**config.mk**
```make
export PLATFORM = sky130hd
export DESIGN_NAME = acc_multi_chan
export DESIGN_NICKNAME = d
export VERILOG_FILES = /design/src/rtl/acc_pkg.sv /design/src/rtl/acc_lane.sv /design/src/rtl/acc_multi_chan.sv
export SDC_FILE = /design/constraint.sdc
export NUM_CORES = 1
export LEC_CHECK = 0
export ABC_AREA = 1
export CORE_UTILIZATION = 35
export CTS_CLUSTER_DIAMETER = 150
export DETAILED_ROUTE_END_ITERATION = 10
export GPL_TIMING_DRIVEN = 0
export PLACE_DENSITY = 0.56
export SYNTH_ARGS = -nofsm -noshare
export SYNTH_HDL_FRONTEND = slang
export SYNTH_SLANG_ARGS = --single-unit
```
**constraint.sdc**
```tcl
create_clock -name clock -period 9.1 [get_ports clock]
set_input_delay 1.365 -clock clock [delete_from_list [all_inputs] [get_ports clock]]
set_output_delay 1.365 -clock clock [all_outputs]
set_load 0.02 [all_outputs]
```
**src/rtl/acc_pkg.sv**
```systemverilog
// rtl/acc_pkg.sv - command encodings shared by the multi-channel accumulator
package acc_pkg;

    localparam int OP_W = 2;

    localparam logic [OP_W-1:0] OP_ADD   = 2'b00;
    localparam logic [OP_W-1:0] OP_SUB   = 2'b01;
    localparam logic [OP_W-1:0] OP_LOAD  = 2'b10;
    localparam logic [OP_W-1:0] OP_CLEAR = 2'b11;

endpackage

```
**src/rtl/acc_lane.sv**
```systemverilog
// rtl/acc_lane.sv - next-value and overflow logic for one accumulator channel
module acc_lane
    import acc_pkg::*;
#(
    parameter int IN_WIDTH  = 4,
    parameter int OUT_WIDTH = 8,
    parameter int SATURATE  = 1
) (
    input  logic [OP_W-1:0]      op,
    input  logic [IN_WIDTH-1:0]  d_in,
    input  logic [OUT_WIDTH-1:0] acc_q,
    output logic [OUT_WIDTH-1:0] acc_d,
    output logic                 ovf_set,
    output logic                 ovf_clr
);

    logic [OUT_WIDTH-1:0] d_ext;
    logic [OUT_WIDTH:0]   sum;
    logic [OUT_WIDTH:0]   diff;

    assign d_ext = OUT_WIDTH'(d_in);
    // The extra top bit is the carry for ADD and the borrow for SUB.
    assign sum   = {1'b0, acc_q} + {1'b0, d_ext};
    assign diff  = {1'b0, acc_q} - {1'b0, d_ext};

    always_comb begin
        acc_d   = acc_q;
        ovf_set = 1'b0;
        ovf_clr = 1'b0;
        case (op)
            OP_ADD: begin
                ovf_set = sum[OUT_WIDTH];
                if (sum[OUT_WIDTH] && (SATURATE != 0)) acc_d = '1;
                else                                   acc_d = sum[OUT_WIDTH-1:0];
            end
            OP_SUB: begin
                ovf_set = diff[OUT_WIDTH];
                if (diff[OUT_WIDTH] && (SATURATE != 0)) acc_d = '0;
                else                                    acc_d = diff[OUT_WIDTH-1:0];
            end
            OP_LOAD: begin
                acc_d   = d_ext;
                ovf_clr = 1'b1;
            end
            default: begin
                acc_d   = '0;
                ovf_clr = 1'b1;
            end
        endcase
    end

endmodule

```
**src/rtl/acc_multi_chan.sv**
```systemverilog
// rtl/acc_multi_chan.sv - CHANNELS independent accumulators with read and echo ports
module acc_multi_chan
    import acc_pkg::*;
#(
    parameter int IN_WIDTH  = 4,
    parameter int OUT_WIDTH = 8,
    parameter int CHANNELS  = 4,
    parameter int SATURATE  = 1,
    localparam int CW       = (CHANNELS > 1) ? $clog2(CHANNELS) : 1
) (
    input  logic                 clock,
    input  logic                 rst_n,
    input  logic                 in_valid,
    input  logic [CW-1:0]        in_ch,
    input  logic [OP_W-1:0]      op,
    input  logic [IN_WIDTH-1:0]  d_in,
    input  logic [CW-1:0]        rd_ch,
    output logic [OUT_WIDTH-1:0] d_out,
    output logic                 out_valid,
    output logic [CW-1:0]        out_ch,
    output logic [OUT_WIDTH-1:0] out_data,
    output logic [CHANNELS-1:0]  ovf,
    output logic                 err
);

    localparam logic [CW:0] CH_LIMIT = (CW + 1)'(CHANNELS);

    logic [OUT_WIDTH-1:0] acc_q [CHANNELS];
    logic [OUT_WIDTH-1:0] acc_d [CHANNELS];
    logic [CHANNELS-1:0]  ovf_d;
    logic [OUT_WIDTH-1:0] acc_sel;
    logic [OUT_WIDTH-1:0] lane_acc;
    logic                 lane_set;
    logic                 lane_clr;
    logic [OUT_WIDTH-1:0] rd_next;
    logic                 cmd_ok;

    // The index can exceed CHANNELS-1 when CHANNELS is not a power of two.
    assign cmd_ok = in_valid && ({1'b0, in_ch} < CH_LIMIT);

    always_comb begin
        acc_sel = '0;
        for (int i = 0; i < CHANNELS; i++) begin
            if (in_ch == CW'(i)) acc_sel = acc_q[i];
        end
    end

    acc_lane #(
        .IN_WIDTH (IN_WIDTH),
        .OUT_WIDTH(OUT_WIDTH),
        .SATURATE (SATURATE)
    ) u_lane (
        .op     (op),
        .d_in   (d_in),
        .acc_q  (acc_sel),
        .acc_d  (lane_acc),
        .ovf_set(lane_set),
        .ovf_clr(lane_clr)
    );

    always_comb begin
        ovf_d = ovf;
        for (int i = 0; i < CHANNELS; i++) begin
            acc_d[i] = acc_q[i];
            if (cmd_ok && (in_ch == CW'(i))) begin
                acc_d[i] = lane_acc;
                ovf_d[i] = lane_clr ? 1'b0 : (ovf[i] | lane_set);
            end
        end
    end

    // Read from the next-state array so a same-edge write is visible (write-first).
    always_comb begin
        rd_next = '0;
        for (int i = 0; i < CHANNELS; i++) begin
            if (rd_ch == CW'(i)) rd_next = acc_d[i];
        end
    end

    always_ff @(posedge clock) begin
        if (!rst_n) begin
            for (int i = 0; i < CHANNELS; i++) acc_q[i] <= '0;
            ovf       <= '0;
            d_out     <= '0;
            out_valid <= 1'b0;
            out_ch    <= '0;
            out_data  <= '0;
            err       <= 1'b0;
        end else begin
            for (int i = 0; i < CHANNELS; i++) acc_q[i] <= acc_d[i];
            ovf       <= ovf_d;
            d_out     <= rd_next;
            out_valid <= cmd_ok;
            err       <= in_valid && !cmd_ok;
            if (cmd_ok) begin
                out_ch   <= in_ch;
                out_data <= lane_acc;
            end
        end
    end

endmodule

```
==> flow_summary.json <==
{
  "hold-worst-slack_ns": 0.4812,
  "slew_headroom": 0.5178,
  "grt_pass1_wl_um": 15070,
  "path_common_cell": "nand2_1",
  "status": "completed",
  "htree_levels": 2,
  "gp_congestion": 0.8995,
  "wirelength_um": 9362,
  "antenna_cells": 0,
  "setup_slack_ns": 4.426,
  "critical-path-max-stage-delay_ns": 0.53,
  "io_buffers": 33,
  "seq_area_frac_synth": 0.3382,
  "power.leakage_nw": 1.784,
  "initial_core_util": 0.3679,
  "ff2ff_path_depth": 19,
  "cap_viol_max_count": 0,
  "syn_nets": 532,
  "grt_pass1_vias": 2998,
  "clk_pin_slew_ns": 0.10,
  "routed_via_density": 5.059,
  "cts_tree": "built",
  "avgRoutedWirePerCell_um": 14.25,
  "core_region_area_sq_um": 8848,
  "path_class": "primary input to flop",
  "antenna_found_initial": 0,
  "drive_gt1_frac": 0.07286,
  "r2r-start": "acc_q[3][1]",
  "final_cells": 657,
  "r2r-end": "d_out[4]",
  "design_power_total_mw": 0.5166,
  "cp_slowest_cell": "clkdlybuf4s50_1",
  "finalHoldViolations": 0,
  "die_h_um": 98.45,
  "p_per_area_nw_per_um2": 135.7,
  "setup_viol": 0,
  "areaGrowthSynthToFinish_pct": 16.91,
  "dp_worst_setup_slack_ns": 4.135,
  "tns_ns": 0,
  "clk_latency_ns": 0.32,
  "holdPathStages": 2,
  "cp_max_fo": 5,
  "start_kind": "primary input",
  "die_x_um": 98.45,
  "cts_setup_buffers": 0,
  "hold_path_class": "flop to flop",
  "grt_max_degree": 17,
  "dp.cells": 649,
  "cts.repair.resized": 0,
  "tightest_slew_ns": 0.7157,
  "dp_hpwl_um": 7341,
  "dr.first_iter.drc_count": 231,
  "synth_area_sq_um": 3256,
  "row_count": 34,
  "cts_root_buf": "clkbuf_8",
  "nNetsFinal": 572,
  "overflow": 0,
  "slew_violations": 0,
  "max_freq_ghz": 0.2140,
  "synth_cell_types": 36,
  "timing.final.crit_share": 0.5136,
  "grt_setup_unrepaired": "false",
  "ys_warn_count": 0,
  "cts_max_path_buffers": 2,
  "path_cells": "clkdlybuf4s50_1 -> nor2_1 -> inv_1 -> o221ai_1 -> o21ai_0 -> inv_1 -> ha_1 -> inv_1 -> fa_1 -> nand2_1 -> nand2_1 -> a21oi_1 -> nand3_2 -> nand2_2 -> inv_2 -> nand2_1 -> nand2_1 -> nand2_1 -> nand2_1 -> nand2_1 -> nand2_1 -> nor2_1 -> nor2_1",
  "r2r_slack_ns": 5.94,
  "cts_sinks": 55,
  "cp.arrival_ns": 4.89,
  "track_usage": 0.2010,
  "pin_count": 37,
  "dr.pass1.iters": 7,
  "cp.required_ns": 9.32,
  "cts_made_buffers": 5,
  "syn_area_per_cell_sq_um": 6.409,
  "finClkSkew_ns": 0.01119,
  "die_area_sq_um": 9691,
  "drc_errors": 0,
  "antenna_left": 0,
  "synth_seq_cells": 55,
  "vias": 3324,
  "hp-start": "out_ch[0]",
  "min_period_ns": 4.674,
  "cp-end-kind": "flop",
  "synthCells": 508,
  "cts_hold_buf": 0,
  "holdPathEnd": "out_ch[0]",
  "vdd_drop_max_uv": 59.45
}
area by class of cell:
cell class              instances  area [sq um]
plain buffers                  17         78.83
clock buffers                   6         72.57
clock inverters                 2         12.51
fillers                       935          5042
inverters                      60         225.2
multi-input cells             376          1851
flip-flops and latches         55          1101
well taps                     108         135.1
repair buffers                 33         330.3
stage by stage:
stage	utilization	cell area, sq um
final	0.4301	3806
after global routing	0.4301	3806
after CTS	0.4301	3806
after detailed placement	0.4205	3721
after global placement	0.4205	3721
after floorplan	-	3256
power by group:
part,switching [mW],leakage [nW],internal [mW]
combinational,0.0803,1.29,0.0447
clock,0.0823,0.0412,0.0541
sequential,0.00444,0.448,0.251
total,0.167,1.78,0.349
how the worst max path moves through the flow:
stage	startpoint	endpoint	slack, ns	depth (start not counted)
after floorplan	in_ch[0]	d_out[5]	5.21	23
after global placement	in_ch[1]	d_out[5]	4.16	23
after detailed placement	in_ch[1]	d_out[4]	4.13	20
after CTS	in_ch[1]	d_out[4]	4.44	20
after global routing	in_ch[1]	d_out[3]	4.11	20
final	in_ch[1]	d_out[5]	4.43	23
state kept, by name, indices dropped and copies added (netlist names):
name	count
ovf	4
out_data	8
out_ch	2
d_out	8
out_valid	1
acc_q	32
synth_stat cells:
cell,count,share of area
a211oi_1,4,0.0092
a21oi_1,28,0.043
a221oi_1,1,0.0027
and2_1,3,0.0058
buf_1,1,0.0012
buf_2,3,0.0046
buf_4,3,0.0069
clkbuf_1,10,0.012
clkinv_1,1,0.0012
conb_1,1,0.0012
dfxtp_1,55,0.34
fa_1,2,0.012
ha_1,9,0.035
inv_1,55,0.063
inv_2,4,0.0046
nand2_1,150,0.17
nand2_2,7,0.013
nand3_1,39,0.060
nand3_2,1,0.0031
nand4_1,4,0.0077
nand4_2,3,0.012
nor2_1,64,0.074
nor2_4,2,0.0069
nor3_1,1,0.0015
o211ai_1,4,0.0092
o21ai_0,27,0.042
o21ai_1,1,0.0015
o21ai_2,1,0.0027
o21bai_1,1,0.0023
o221ai_1,2,0.0054
o22ai_1,6,0.012
o31ai_2,1,0.0038
or2_0,1,0.0019
or2_2,8,0.015
xnor2_1,1,0.0027
xor2_1,4,0.011
worst max-delay path, delay by kind of cell:
family	cells	cell delay [ns]
AOI/OAI and AO/OA	3	0.63
buffers and inverters	5	0.93
and+or+nand+nor	13	1.44
adders and majority gates	2	0.52
placed cells by master, fill, tap and decap left out, types with 2 or more instances in the layout:
| cell type | count |
|---|---|
| nand4_1 | 4 |
| a211oi_1 | 4 |
| or2_2 | 8 |
| clkdlybuf4s50_1 | 33 |
| clkbuf_1 | 11 |
| and2_1 | 3 |
| a21oi_1 | 28 |
| dfxtp_1 | 55 |
| inv_1 | 55 |
| o21ai_0 | 27 |
| nand2_2 | 7 |
| fa_1 | 2 |
| nor2_4 | 2 |
| o221ai_1 | 2 |
| buf_2 | 3 |
| buf_4 | 3 |
| nand2_1 | 150 |
| nand4_2 | 3 |
| clkbuf_8 | 5 |
| ha_1 | 9 |
| nand3_1 | 39 |
| o22ai_1 | 6 |
| nor2_1 | 64 |
| o211ai_1 | 4 |
| inv_2 | 4 |
| xor2_1 | 4 |
metal layers:
layer	global-route usage	vias to the layer above	wire, um
li1	-	1693	-
met1	0.2699	1503	4303
met2	0.3380	112	4293
met3	0.03333	16	615
met4	0.04707	0	150
met5	0	-	0
cell families (layout without fill, tap and decap cells):
group                      count (synthesis)  in the layout  synth area share
AOI/OAI and AO/OA                         76             76            0.1330
xor gates and xnor gates                   5              5           0.01345
adders and majority gates                 11             11           0.04689
buffers and inverters                     77            118           0.09339
DFF                                       55             55            0.3382
other                                      1              1          0.001152
and+or+nand+nor                          283            283            0.3739
No activity file was read; power rests on OpenSTA's default activity.
